$ cat config.mk
export PLATFORM = sky130hd
export DESIGN_NAME = pipe_collide_score
export DESIGN_NICKNAME = d
export VERILOG_FILES = /design/src/rtl/pipe_collide_score_pkg.sv /design/src/rtl/pipe_collide_score_hit_check.sv /design/src/rtl/pipe_collide_score.sv
export SDC_FILE = /design/constraint.sdc
export NUM_CORES = 1
export LEC_CHECK = 0
export CAP_MARGIN = 20
export CORE_MARGIN = 10
export CORE_UTILIZATION = 51
export CTS_CLUSTER_SIZE = 40
export DETAILED_ROUTE_END_ITERATION = 10
export PLACE_DENSITY_LB_ADDON = 0.1
export RECOVER_POWER = 25
export SETUP_SLACK_MARGIN = 0.02
export SYNTH_ARGS = -nofsm -noshare
export SYNTH_HDL_FRONTEND = slang
export SYNTH_HIERARCHICAL = 1
export SYNTH_SLANG_ARGS = --single-unit
export TNS_END_PERCENT = 100
$ cat constraint.sdc
create_clock -name Clk -period 4.41 [get_ports Clk]
set_input_delay 0.6615 -clock Clk [delete_from_list [all_inputs] [get_ports Clk]]
set_output_delay 0.6615 -clock Clk [all_outputs]
set_load 0.005 [all_outputs]
$ cat src/rtl/pipe_collide_score_pkg.sv
// Shared constants for the pipe collision/score block: FSM encodings,
// screen limits, bird and pipe geometry.
package pipe_collide_score_pkg;

  localparam int unsigned POS_W = 10;
  localparam int unsigned SUM_W = 11;

  localparam logic [2:0] ST_IDLE = 3'b001;
  localparam logic [2:0] ST_PLAY = 3'b010;
  localparam logic [2:0] ST_LOST = 3'b100;

  localparam logic [POS_W-1:0] BIRD_X        = 10'd150;
  localparam logic [POS_W-1:0] BIRD_W        = 10'd20;
  localparam logic [POS_W-1:0] BIRD_H        = 10'd20;
  localparam logic [POS_W-1:0] PIPE_W        = 10'd60;
  localparam logic [POS_W-1:0] GAP_H         = 10'd150;
  localparam logic [POS_W-1:0] FLOOR_Y       = 10'd460;
  localparam logic [POS_W-1:0] PARK_X        = 10'd640;
  localparam logic [POS_W-1:0] PARK_SENTINEL = 10'd1023;
  localparam logic [POS_W-1:0] SCORE_MAX     = 10'd999;
  localparam logic [11:0]      BCD_MAX       = 12'h999;

  // Zero-extend a position so geometry sums cannot wrap.
  function automatic logic [SUM_W-1:0] ext(input logic [POS_W-1:0] v);
    return {1'b0, v};
  endfunction

endpackage

$ cat src/rtl/pipe_collide_score_hit_check.sv
// Per-pipe collision and pass detection, with prev-X tracking so a pass
// is counted once per pipe lap.
module pipe_collide_score_hit_check
  import pipe_collide_score_pkg::*;
(
  input  logic             clk_i,
  input  logic             rst_ni,
  input  logic             clr_i,
  input  logic [POS_W-1:0] x_i,
  input  logic [POS_W-1:0] y_i,
  input  logic [POS_W-1:0] bird_y_i,
  output logic             hit_c,
  output logic             pass_evt_c
);

  logic [POS_W-1:0] prev_x_q;
  logic             passed_q;
  logic             passed_d;
  logic             on_screen;
  logic             reload;

  always_comb begin
    on_screen  = (x_i < PARK_X);
    reload     = (prev_x_q < x_i);
    hit_c      = on_screen
                 && (ext(x_i) < ext(BIRD_X) + ext(BIRD_W))
                 && (ext(x_i) + ext(PIPE_W) > ext(BIRD_X))
                 && ((bird_y_i < y_i)
                     || (ext(bird_y_i) + ext(BIRD_H) > ext(y_i) + ext(GAP_H)));
    pass_evt_c = on_screen && (ext(x_i) + ext(PIPE_W) <= ext(BIRD_X)) && !passed_q;
    passed_d   = passed_q;
    // A fresh pass keeps the flag even if X moved up the same cycle.
    if (clr_i)           passed_d = 1'b0;
    else if (pass_evt_c) passed_d = 1'b1;
    else if (reload)     passed_d = 1'b0;
  end

  always_ff @(posedge clk_i) begin
    if (!rst_ni) begin
      prev_x_q <= PARK_SENTINEL;
      passed_q <= 1'b0;
    end else begin
      prev_x_q <= x_i;
      passed_q <= passed_d;
    end
  end

endmodule

$ cat src/rtl/pipe_collide_score.sv
// Game FSM (IDLE/PLAY/LOST) with collision detection and saturating score.
// Optional SCORE_BCD_EN adds a parallel three-digit BCD score output.
module pipe_collide_score
  import pipe_collide_score_pkg::*;
(
  input  logic             Clk,
  input  logic             Reset,
  input  logic             Start,
  input  logic [POS_W-1:0] PipePosXA,
  input  logic [POS_W-1:0] PipePosYA,
  input  logic [POS_W-1:0] PipePosXB,
  input  logic [POS_W-1:0] PipePosYB,
  input  logic [POS_W-1:0] BirdPosY,
`ifdef SCORE_BCD_EN
  output logic [11:0]      ScoreBcd,
`endif
  output logic             Lost,
  output logic             Playing,
  output logic [POS_W-1:0] Score,
  output logic             ScoreTick
);

  logic [2:0]       state_q, state_d;
  logic [POS_W-1:0] score_q, score_d;
  logic             tick_q, tick_d;
  logic             clr_flags;
  logic             hit_a, hit_b, pass_a, pass_b;
  logic             bound_hit;
  logic [1:0]       n_pass;
  logic [SUM_W-1:0] score_sum;

  pipe_collide_score_hit_check u_pipe_a (
    .clk_i      (Clk),
    .rst_ni     (Reset),
    .clr_i      (clr_flags),
    .x_i        (PipePosXA),
    .y_i        (PipePosYA),
    .bird_y_i   (BirdPosY),
    .hit_c      (hit_a),
    .pass_evt_c (pass_a)
  );

  pipe_collide_score_hit_check u_pipe_b (
    .clk_i      (Clk),
    .rst_ni     (Reset),
    .clr_i      (clr_flags),
    .x_i        (PipePosXB),
    .y_i        (PipePosYB),
    .bird_y_i   (BirdPosY),
    .hit_c      (hit_b),
    .pass_evt_c (pass_b)
  );

`ifdef SCORE_BCD_EN
  logic [11:0] bcd_q, bcd_d;

  function automatic logic [11:0] bcd_inc1(input logic [11:0] v);
    logic [11:0] r;
    r = v;
    if (v != BCD_MAX) begin
      if (v[3:0] != 4'd9) r[3:0] = v[3:0] + 4'd1;
      else begin
        r[3:0] = 4'd0;
        if (v[7:4] != 4'd9) r[7:4] = v[7:4] + 4'd1;
        else begin
          r[7:4]  = 4'd0;
          r[11:8] = v[11:8] + 4'd1;
        end
      end
    end
    return r;
  endfunction
`endif

  always_comb begin
    bound_hit = (BirdPosY == '0) || (ext(BirdPosY) + ext(BIRD_H) >= ext(FLOOR_Y));
    n_pass    = {1'b0, pass_a} + {1'b0, pass_b};
    score_sum = ext(score_q) + SUM_W'(n_pass);
  end

  // Next-state and score update; a hit always beats a same-cycle pass.
  always_comb begin
    state_d   = state_q;
    score_d   = score_q;
    clr_flags = 1'b0;
`ifdef SCORE_BCD_EN
    bcd_d     = bcd_q;
`endif
    case (state_q)
      ST_IDLE: begin
        if (Start) begin
          state_d   = ST_PLAY;
          score_d   = '0;
          clr_flags = 1'b1;
`ifdef SCORE_BCD_EN
          bcd_d     = '0;
`endif
        end
      end
      ST_PLAY: begin
        if (!Start) begin
          state_d = ST_IDLE;
        end else if (hit_a || hit_b || bound_hit) begin
          state_d = ST_LOST;
        end else begin
          score_d = (score_sum > ext(SCORE_MAX)) ? SCORE_MAX : score_sum[POS_W-1:0];
`ifdef SCORE_BCD_EN
          if (n_pass != 2'd0) bcd_d = bcd_inc1(bcd_q);
          if (n_pass == 2'd2) bcd_d = bcd_inc1(bcd_inc1(bcd_q));
`endif
        end
      end
      ST_LOST: begin
        if (!Start) state_d = ST_IDLE;
      end
      default: state_d = ST_IDLE;
    endcase
    tick_d = (state_q == ST_PLAY) && (score_d != score_q);
  end

  always_ff @(posedge Clk) begin
    if (!Reset) begin
      state_q <= ST_IDLE;
      score_q <= '0;
      tick_q  <= 1'b0;
`ifdef SCORE_BCD_EN
      bcd_q   <= '0;
`endif
    end else begin
      state_q <= state_d;
      score_q <= score_d;
      tick_q  <= tick_d;
`ifdef SCORE_BCD_EN
      bcd_q   <= bcd_d;
`endif
    end
  end

  assign Lost      = state_q[2];
  assign Playing   = state_q[1];
  assign Score     = score_q;
  assign ScoreTick = tick_q;
`ifdef SCORE_BCD_EN
  assign ScoreBcd  = bcd_q;
`endif

endmodule

* Word-level counts from Yosys, hierarchy flattened
Index checks and enable logic that the tools add are counted.
** Operators by class
- $add $sub $neg :: 7
- Order comparisons :: 16
- Equal/unequal tests :: 7
- Multiplexer cells :: 16
- Bitwise logic cells :: 1
- Reductions and logical operators :: 23
** Operators by type and width (number)
- < comparator 10 bit :: 4
- two-way mux 10 bit :: 4
- adder 10 x 6 -> 11 bit, second input constant :: 2
- adder 10 x 8 -> 11 bit, second input constant :: 2
- greater-than comparator 11 bit :: 2
- greater-than comparator 11 x 8 -> 1 bit, second input constant :: 2
- less-or-equal comparator 11 x 8 -> 1 bit, second input constant :: 2
- < comparator 10 bit, second input constant :: 2
- < comparator 10 x 8 -> 1 bit, second input constant :: 2
- one-hot mux 10 bit (2 select lines) :: 1
- two-way mux 3 bit :: 4
- adder 10 x 2 -> 11 bit :: 1
- adder 10 x 5 -> 11 bit, second input constant :: 1
- greater-or-equal comparator 11 x 9 -> 1 bit, second input constant :: 1
- greater-than comparator 11 x 10 -> 1 bit, second input constant :: 1
- logical AND 1 bit :: 11
- logical NOT 10 bit :: 1
- inequality test 10 bit :: 1
- one-hot mux 3 bit (3 select lines) :: 1
- two-way mux 1 bit :: 6
- logical OR 1 bit :: 5
- inequality test 2 bit, second input constant :: 2
- nonzero test 2 bit :: 2
- equality test 3 x 1 -> 1 bit, second input constant :: 1
- 8 further kinds :: 9
** Storage, ports and cells
- Bits in registers :: 36
- Input port bits :: 53
- Output and inout port bits :: 13
- Word-level logic and storage cells :: 77

* Logic depth before layout (Yosys ltp)
Gate-level depths: netlist of run 1.
- Depth in word-level cells :: 13
- Depth in mapped cells :: 21
- Mapped depth without buffers :: 19

* Modules after synthesis
Netlist of run 1, hierarchy kept.
** Modules (own cells, without submodules)
- pipe_collide_score :: times used 1, cells each 184, area an instance 1472.7 um^2
- pipe_collide_score_hit_check (u_pipe_b) :: times used 1, cells each 178, area an instance 1455.1 um^2
- pipe_collide_score_hit_check (u_pipe_a) :: times used 1, cells each 174, area an instance 1421.4 um^2

* Least setup slack after synthesis of run 1
No wires, ideal clock.
- Path kind :: in2reg
- Start :: input PipePosXA[2]
- End :: register tick_q (netlist: ScoreTick)
- Setup time :: 0.122 ns
- Arrival time :: 4.254 ns
- Required time :: 4.288 ns
- Slack :: 0.035 ns
- Stages on the path :: 20
- Path through :: inv_1 ha_1 or3b_4 a211oi_1 a2bb2oi_2 nor2_1 nor4_1 fa_1 ha_1 and3_1 buf_6 nand2b_4 a311o_1 a21oi_2 buf_6 buf_12 o211ai_4 a22oi_1 a31oi_1 o311a_1
** Between the ends
- Longest elaborated chain between the ends :: 13
- Elaborated cells on any way between the ends :: 21
- Classes of those cells :: 3 x add/sub; 5 x order compare; 1 x eq/ne; 4 x mux; 8 x reduce/logical
** RTL lines
- start, declared :: RTL line pipe_collide_score.sv:9 : input logic [POS_W-1:0] PipePosXA,
- adder 10 x 6 -> 11 bit :: RTL line pipe_collide_score_hit_check.sv:30 : pass_evt_c = on_screen && (ext(x_i) + ext(PIPE_W) <= ext(BIRD_X)) && !passed_q;
- less-or-equal comparator 11 x 8 -> 1 bit :: RTL line pipe_collide_score_hit_check.sv:30
- logical AND 1 bit * (2 in series) :: RTL line pipe_collide_score_hit_check.sv:30
- via pass_a :: RTL line pipe_collide_score.sv:27 : logic hit_a, hit_b, pass_a, pass_b;
- adder 1 x 1 -> 2 bit * :: RTL line pipe_collide_score.sv:77 : n_pass = {1'b0, pass_a} + {1'b0, pass_b};
- adder 10 x 2 -> 11 bit * :: RTL line pipe_collide_score.sv:78 : score_sum = ext(score_q) + SUM_W'(n_pass);
- greater-than comparator 11 x 10 -> 1 bit :: RTL line pipe_collide_score.sv:106 : score_d = (score_sum > ext(SCORE_MAX)) ? SCORE_MAX : score_sum[POS_W-1:0];
- two-way mux 10 bit * :: RTL line pipe_collide_score.sv:106
- two-way mux 10 bit * :: RTL line pipe_collide_score.sv:103 : end else if (hit_a || hit_b || bound_hit) begin
- two-way mux 10 bit * :: RTL line pipe_collide_score.sv:101 : if (!Start) begin
- one-hot mux 10 bit (2 select lines) * :: RTL line pipe_collide_score.sv:89 : case (state_q)
- inequality test 10 bit * :: RTL line pipe_collide_score.sv:118 : tick_d = (state_q == ST_PLAY) && (score_d != score_q);
- logical AND 1 bit * :: RTL line pipe_collide_score.sv:118
- end signal, assigned :: RTL line pipe_collide_score.sv:132 : tick_q <= tick_d;
- end, declared :: RTL line pipe_collide_score.sv:25 : logic tick_q, tick_d;
The timed path passes the listed nets; every way through them passes the cells marked *.
A chain may end at the register's enable or synchronous reset.

* Worst setup path after layout of run 1
- Start :: input PipePosXB[3]
- End :: register u_pipe_b.passed_q
** Between the ends
- Longest elaborated chain between the ends :: 5
- Elaborated cells on any way between the ends :: 8
- Classes of those cells :: 1 x add/sub; 3 x order compare; 1 x mux; 3 x reduce/logical
** RTL lines
- start, declared :: RTL line pipe_collide_score.sv:11 : input logic [POS_W-1:0] PipePosXB,
- adder 10 x 6 -> 11 bit :: RTL line pipe_collide_score_hit_check.sv:30
- less-or-equal comparator 11 x 8 -> 1 bit :: RTL line pipe_collide_score_hit_check.sv:30
- logical AND 1 bit (2 in series) :: RTL line pipe_collide_score_hit_check.sv:30
- two-way mux 1 bit / nonzero test 2 bit (equally long branches)
- end signal, assigned :: RTL line pipe_collide_score_hit_check.sv:44 : passed_q <= passed_d;
- end, declared :: RTL line pipe_collide_score_hit_check.sv:17 : logic passed_q;
Several ways; a longest one is shown, not always the timed one.

==> impl_results.md, run 1 <==
* Synth Net Count at 662
* Synth top area share at 20.7%
* Critical path depth in cells at 27
* Peak supply drop at 0.122 mV
* Most used DFF post-synth: dfxtp_1
* Seq/Total Area, Yosys at 16.6%
* Gp weighted congestion at 0.952
* CTS tree: done
* Tot GR Track Use at 22.1%
* LEAKAGE at 2.86 nW
* Simple logic cell fraction of the synthesized area at 19.9%
* Synth Area in XOR/XNOR at 6.24%
* Clock root buffer: clkbuf_8
* Yosys reg bits at 36
* Number of antenna-violating nets in the routed design at 0
* PortBufs at 65
* Compound-Gate Fraction of Synth Area at 27.4%
* Post-synth EDFFs at 0
* # IOs at 66
* Number of buffers created by CTS at 5
* Worst-Skew Late Latency at 0.31 ns
* Slowest stage delay, CP at 0.41 ns
* Post-Syn Area at 4350 µm²
* Placed Area at 5680 µm²
* FF-to-FF path depth at 22
* Ant. Diodes at 0
* Num rows at 33
* Endpoint class of the critical path: register
* Crit path kind: in -> reg
* Crit path max-delay family: buffers and inverters
* Synth-to-Final Area Change at 47.9%
* First-pass GRT wire length at 24000 µm
* Most frequent CP cell: buf_4
* Achievable Freq at 232 MHz
* Slew @ Worst Pin at 0.806 ns
* Initial Util at 52.7%
* Half-perimeter wire length after placement at 10200 µm
* Nets at 868
* WP data arrival at 4.52 ns
* CP Max Fanout at 3
* Largest family of logic cells by synthesized area: compound AO/OA/AOI/OAI gates
* Vias in the first global route at 4988
* Core box area at 8260 µm²
* Crit path buf inv count at 21
* Syn_area_per_cell at 8.11 µm²
* WP data required at 4.63 ns
* Worst clock skew at 0.0168 ns
* Worst hold path type: reg -> reg
* Dominant cell type by area after synthesis: ha_1
* Clock Sinks at 36
* Async set or reset register ratio after synthesis at 0%
* Starting DRT DRC Count at 411
* Die height at 112 µm
* Cell Pwr Density at 183 nW/µm²
* Final instance area at 6430 µm²
* Final WL at 15100 µm
* Share of cells above drive strength 1 at 29.3%
* Synth unique cells at 83
* Hold path depth at 1
* Via density at 5.93
* Depth of the CTS H-tree at 2
* Min cycle time layout at 4.31 ns
* Total gr overflow at 0
* Multiplexer area fraction after synthesis at 0.949%
* Final setup violating endpoints at 0
* Antenna violations before repair at 0
* Max cap viols at 0
* Total power at 0.00117 W
* Outcome: finished, final reports clean
* Wirelength per Cell at 17.9 µm
* Hold violation count in the final report at 0
* Post-synthesis instance total at 536
* Clock slew at reported path FFs at 0.08 ns
* Largest net degree at the start of global routing at 23
* Crit start category: input pin
* Die Wd at 112 µm
* Relative slew slack at 46.1%
* Clock Tree Buf Depth at 2
* RSZ-0062 raised after global routing: yes
* DRC viols at 0
* Synth top area cells: ha_1, dfxtp_1, inv_1
* DIE AREA at 12600 µm²
* Max-slew violation count at 0
* Yosys warnings at 6
* CP max stage cell: or3b_4
* First-pass detailed-route iteration total at 5
* Synth Area in Adders at 21.2%
* Crit share post-route at 97.7%
* Vias at 5029
-- flip-flops by register name (all words and copies together), names as in the netlist --
name	count
u_pipe_a/passed_q	1
u_pipe_a/prev_x_q	10
ScoreTick	1
u_pipe_b/passed_q	1
u_pipe_b/prev_x_q	10
Score	10
state_q	3
-- cell usage in the layout, fill, tap and decap left out, drive strengths merged, types with 4 or more instances in the layout --
master,instances
a211oi,10
and2,6
o2111ai,10
and4,4
nand3,12
nand2,47
nor2,30
dfxtp,36
clkdlybuf4s50,54
or3b,4
nand2b,10
nand4,12
a21oi,30
o21ai,36
xnor2,23
o211ai,8
inv,54
a221oi,5
xor2,8
o21a,8
and3,4
a2111o,4
nor3,7
a211o,4
clkbuf,7
nor4,5
a21boi,5
nor2b,6
ha,72
a31oi,6
buf,152
o22ai,4
-- where the power goes --
| group | internal [W] | switching [W] |
|---|---|---|
| clock network | 0.000168 | 0.000147 |
| logic | 0.000268 | 0.000249 |
| registers | 0.000337 | 0.00000610 |
| total | 0.000772 | 0.000402 |
-- worst paths after layout --
path | start | end | slack [ns]
max | PipePosXB[3] | u_pipe_b/passed_q$_SDFFE_PP0P_ | 0.10
min | state_q[0]$_SDFFE_PN1P_ | state_q[2]$_SDFFE_PN0P_ | 0.56
min reg2reg | state_q[0]$_SDFFE_PN1P_ | state_q[2]$_SDFFE_PN0P_ | 0.56
max reg2reg | u_pipe_b/passed_q$_SDFFE_PP0P_ | u_pipe_b/passed_q$_SDFFE_PP0P_ | 1.17
-- per-layer routing --
metal	track usage [%]	part of all wire [%]
met1	27.5	42
met2	36.3	48
met3	4.15	6.5
met4	9.73	3.4
met5	0	0
-- per-stage QoR --
step	TNS (ns)	utilization (%)	setup slack [ns]	hold slack, ns	std cells
after global placement	-1.93	68.8	-0.584	0.525	782
after CTS	0	75.5	0.0273	0.554	838
after global routing	-0.0112	77.9	-0.0112	0.604	848
final	0	77.9	0.102	0.563	848
after floorplan	0	-	0.0348	0.500	536
after detailed placement	-2.97	68.8	-0.690	0.543	782
-- worst reg2reg max path: cells and delay by family (launching register included) --
| family | cells | cell delay [ns] |
|---|---|---|
| DFF | 1 | 0.33 |
| buffers and inverters | 19 | 2.36 |
| AOI/OAI and AO/OA | 1 | 0.24 |
| and+or+nand+nor | 2 | 0.23 |
-- cells in the mapped netlist, drive strengths merged, types with 4 or more instances --
| cell type | instances |
|---|---|
| a2111o | 4 |
| a211o | 4 |
| a211oi | 10 |
| a21boi | 5 |
| a21oi | 30 |
| a221oi | 5 |
| a31oi | 6 |
| and2 | 6 |
| and3 | 4 |
| and4 | 4 |
| buf | 9 |
| clkbuf | 5 |
| dfxtp | 36 |
| ha | 72 |
| inv | 54 |
| nand2 | 47 |
| nand2b | 10 |
| nand3 | 12 |
| nand4 | 12 |
| nor2 | 30 |
| nor2b | 6 |
| nor3 | 7 |
| nor4 | 5 |
| o2111ai | 10 |
| o211ai | 8 |
| o21a | 8 |
| o21ai | 36 |
| o22ai | 4 |
| or3b | 4 |
| xnor2 | 23 |
| xor2 | 8 |
-- cell type report --
type | instances | area, µm²
Fill cell | 598 | 1830
Tap cell | 105 | 131
Clock buffer | 5 | 68.8
Multi-Input combinational cell | 431 | 3480
Inverter | 54 | 205
Timing Repair Buffer | 214 | 1790
Clock inverter | 3 | 42.5
Sequential cell | 36 | 721
-- cells by family after synthesis --
group                    Yosys count
AND/OR/NAND/NOR                  162
AO/OA/AOI/OAI                    161
adder cells (fa/ha/maj)           73
buffers and inverters             69
flip-flops                        36
XOR/XNOR                          31
multiplexers                       4
-- what timing repair did --
| action | CTS | global route |
|---|---|---|
| buffers inserted | 48 | 12 |
| setup endpoints to repair | 2 | 8 |
| hold buffers | 0 | 0 |
| pin swaps | 20 | 28 |
| resized for setup | 41 | 40 |
Note: power is estimated with default switching activity, not from simulation.
==> inputs of run 2 (changes only) <==
Settings changed: REMOVE_ABC_BUFFERS set to 1.
==> impl_results.md, run 2 (same netlist as run 1, synthesis figures left out) <==
* Total power at 0.00108 W (-7.7%)
* Most frequent cells in the layout: buf_4, ha_1, clkdlybuf4s50_1, inv_1, nand2_1
* Combinational Power Share at 40.7% (-3.3 points)
* Clock Tree Buf Depth at 2 (unchanged)
* Hold_ws at 0.558 ns (-0.00483 ns)
* Hold path depth at 1 (unchanged)
* FF-to-FF path depth at 15 (-32%)
* Min cycle time layout at 4.34 ns (+0.0304 ns)
* Final setup violating endpoints at 0 (unchanged)
* DIE AREA at 12600 µm² (unchanged)
* WP data arrival at 4.53 ns (about the same)
* Critical R2R Capture: ScoreTick$_SDFF_PN0_
* Worst hold path type: reg -> reg
* Via density at 5.82 (-1.9%)
* Largest net degree at the start of global routing at 24 (+4.3%)
* Max-slew violation count at 0 (unchanged)
* Crit start category: input pin
* Depth of the CTS H-tree at 2 (unchanged)
* Ant. Diodes at 0 (unchanged)
* CTS tree: done
* Placed Instances at 780 (-0.26%)
* First-pass detailed-route iteration total at 6 (+1)
* DRC viols at 0 (unchanged)
* Tot GR Track Use at 19.5% (-2.7 points)
* Share of cells above drive strength 1 at 24.6% (-4.8 points)
* Hold Buf Count CTS at 0 (unchanged)
* Hold violation count in the final report at 0 (unchanged)
* Half-perimeter wire length after placement at 10300 µm (+1.5%)
* Outcome: finished, final reports clean
* WP data required at 4.60 ns (-0.03 ns)
* Final instance area at 6080 µm² (-5.4%)
* Achievable Freq at 231 MHz (-0.70%)
* Sw Pwr at 0.000358 W (-11%)
* Switching Share at 33.0% (-1.2 points)
* Worst Hold Launch: state_q[0]$_SDFFE_PN1P_
* CP startpoint: PipePosXA[3]
* LEAKAGE at 2.65 nW (-7.2%)
* Vias at 4662 (-7.3%)
* Peak supply drop at 0.183 mV (+50%)
* CP Max Fanout at 5 (+2)
* Num rows at 33 (unchanged)
* Antenna violations before repair at 0 (unchanged)
* Worst-Skew Late Latency at 0.29 ns (-0.02 ns)
* Worst clock skew at 0.00238 ns (-0.0145 ns)
* Relative slew slack at 31.2% (-15 points)
* Core box area at 8260 µm² (unchanged)
* Clock root buffer: clkbuf_8
* # IOs at 66 (unchanged)
* Crit path kind: in -> reg
* Placed Area at 5680 µm² (about the same)
* Number of buffers created by CTS at 5 (unchanged)
* Most common cell after layout, fill and taps aside: buf_4
* CP endpoint: ScoreTick$_SDFF_PN0_
* Final WL at 13300 µm (-12%)
* Clock slew at reported path FFs at 0.08 ns (about the same)
* Gp weighted congestion at 0.928 (-2.6%)
* Flop-to-flop setup slack at 1.27 ns (+0.10 ns)
* Final std cells w/o fill at 801 (-5.5%)
* Crit share post-route at 98.4% (+0.69 points)
* Vias in the first global route at 4644 (-6.9%)
* Cell Pwr Density at 178 nW/µm² (-2.3%)
* PortBufs at 65 (unchanged)
* Slew @ Worst Pin at 1.03 ns (+0.225 ns)
* Synth-to-Final Area Change at 39.8%
* First-pass GRT wire length at 21400 µm (-11%)
* Clock Sinks at 36 (unchanged)
* Sequential share of power at 31.6% (+2.4 points)
* Nets at 821 (-5.4%)
* Max cap viols at 0 (unchanged)
* Endpoint class of the critical path: register
* R2R Path Start: u_pipe_a/passed_q$_SDFFE_PP0P_
* Initial Util at 52.7% (unchanged)
* Number of antenna-violating nets in the routed design at 0 (unchanged)
* Wirelength per Cell at 16.7 µm (-6.8%)
* Die Wd at 112 µm (unchanged)
* Total gr overflow at 0 (unchanged)
* Die height at 112 µm (unchanged)
* Cell internal pwr at 0.000727 W (-5.9%)
* Clock Power Share at 27.7% (+0.9 points)
* Starting DRT DRC Count at 239 (-42%)
[run 2: changes by cell type in the layout (fill, tap and decap cells not counted), sizes merged]
cell and delta:
dlymetal6s2s +2, clkdlybuf4s15 -1, buf -50, clkbuf +1, clkdlybuf4s50 +1
[run 2: cell type report]
type | instances | area (µm²)
Clock inverter | 3 | 42.5
Clock buffer | 5 | 68.8
Inverter | 54 | 203
Tap cell | 105 | 131
Multi-Input combinational cell | 431 | 3470
Fill cell | 632 | 2180
Timing Repair Buffer | 167 | 1440
Sequential cell | 36 | 721
[run 2: metrics by stage]
stage | setup WS [ns] | setup TNS [ns] | util (%)
final | 0.0716 | 0 | 73.6
after global routing | -0.0514 | -0.0514 | 73.6
after CTS | 0.0253 | 0 | 71.7
after detailed placement | -0.629 | -2.82 | 68.7
after global placement | -0.467 | -1.70 | 68.7
after floorplan | -0.353 | -0.384 | -
[run 2: worst min path at each step]
stage,endpoint
after floorplan,state_q[2]$_SDFFE_PN0P_
after global placement,state_q[2]$_SDFFE_PN0P_
after detailed placement,u_pipe_b/passed_q$_SDFFE_PP0P_
after CTS,u_pipe_b/passed_q$_SDFFE_PP0P_
after global routing,state_q[2]$_SDFFE_PN0P_
final,state_q[2]$_SDFFE_PN0P_
[run 2: metal layers]
| layer | wire length, µm | vias to the layer above | GRT usage, % |
|---|---|---|---|
| met4 | 270 | 0 | 5.92 |
| met3 | 655 | 24 | 3.19 |
| met1 | 5740 | 2181 | 22.8 |
| li1 | - | 2312 | - |
| met5 | 0 | - | 0 |
| met2 | 6670 | 145 | 35.2 |
[run 2: critical path, stage by stage]
cell and delay (ns):
buf_8 0.10, buf_6 0.10, or3_4 0.37, a2111o_1 0.46
a2bb2oi_2 0.18, nor2_2 0.05, nor4_1 0.18, buf_4 0.16
fa_2 0.25, ha_4 0.16, and3_4 0.22, buf_6 0.11
nand4_1 0.09, a31o_2 0.29, a21oi_4 0.15, buf_6 0.15
buf_12 0.11, o211ai_1 0.13, a22oi_2 0.14, a31oi_1 0.09
o311a_1 0.35
[run 2: power by group through the flow]
stage / logic (W) / clock network [W] / registers [W]
final: 0.000442 / 0.000300 / 0.000343
after global routing: 0.000490 / 0.000321 / 0.000344
after CTS: 0.000420 / 0.000306 / 0.000343
after detailed placement: 0.000412 / 0 / 0.000350
after global placement: 0.000399 / 0 / 0.000349
after floorplan: 0.000222 / 0 / 0.000349
[run 2: timing repair]
item,in CTS,in global routing
endpoints found under the setup margin,1,10
resized for setup,27,46
setup buffers,6,6
pin swaps,13,30
cloned,1,0
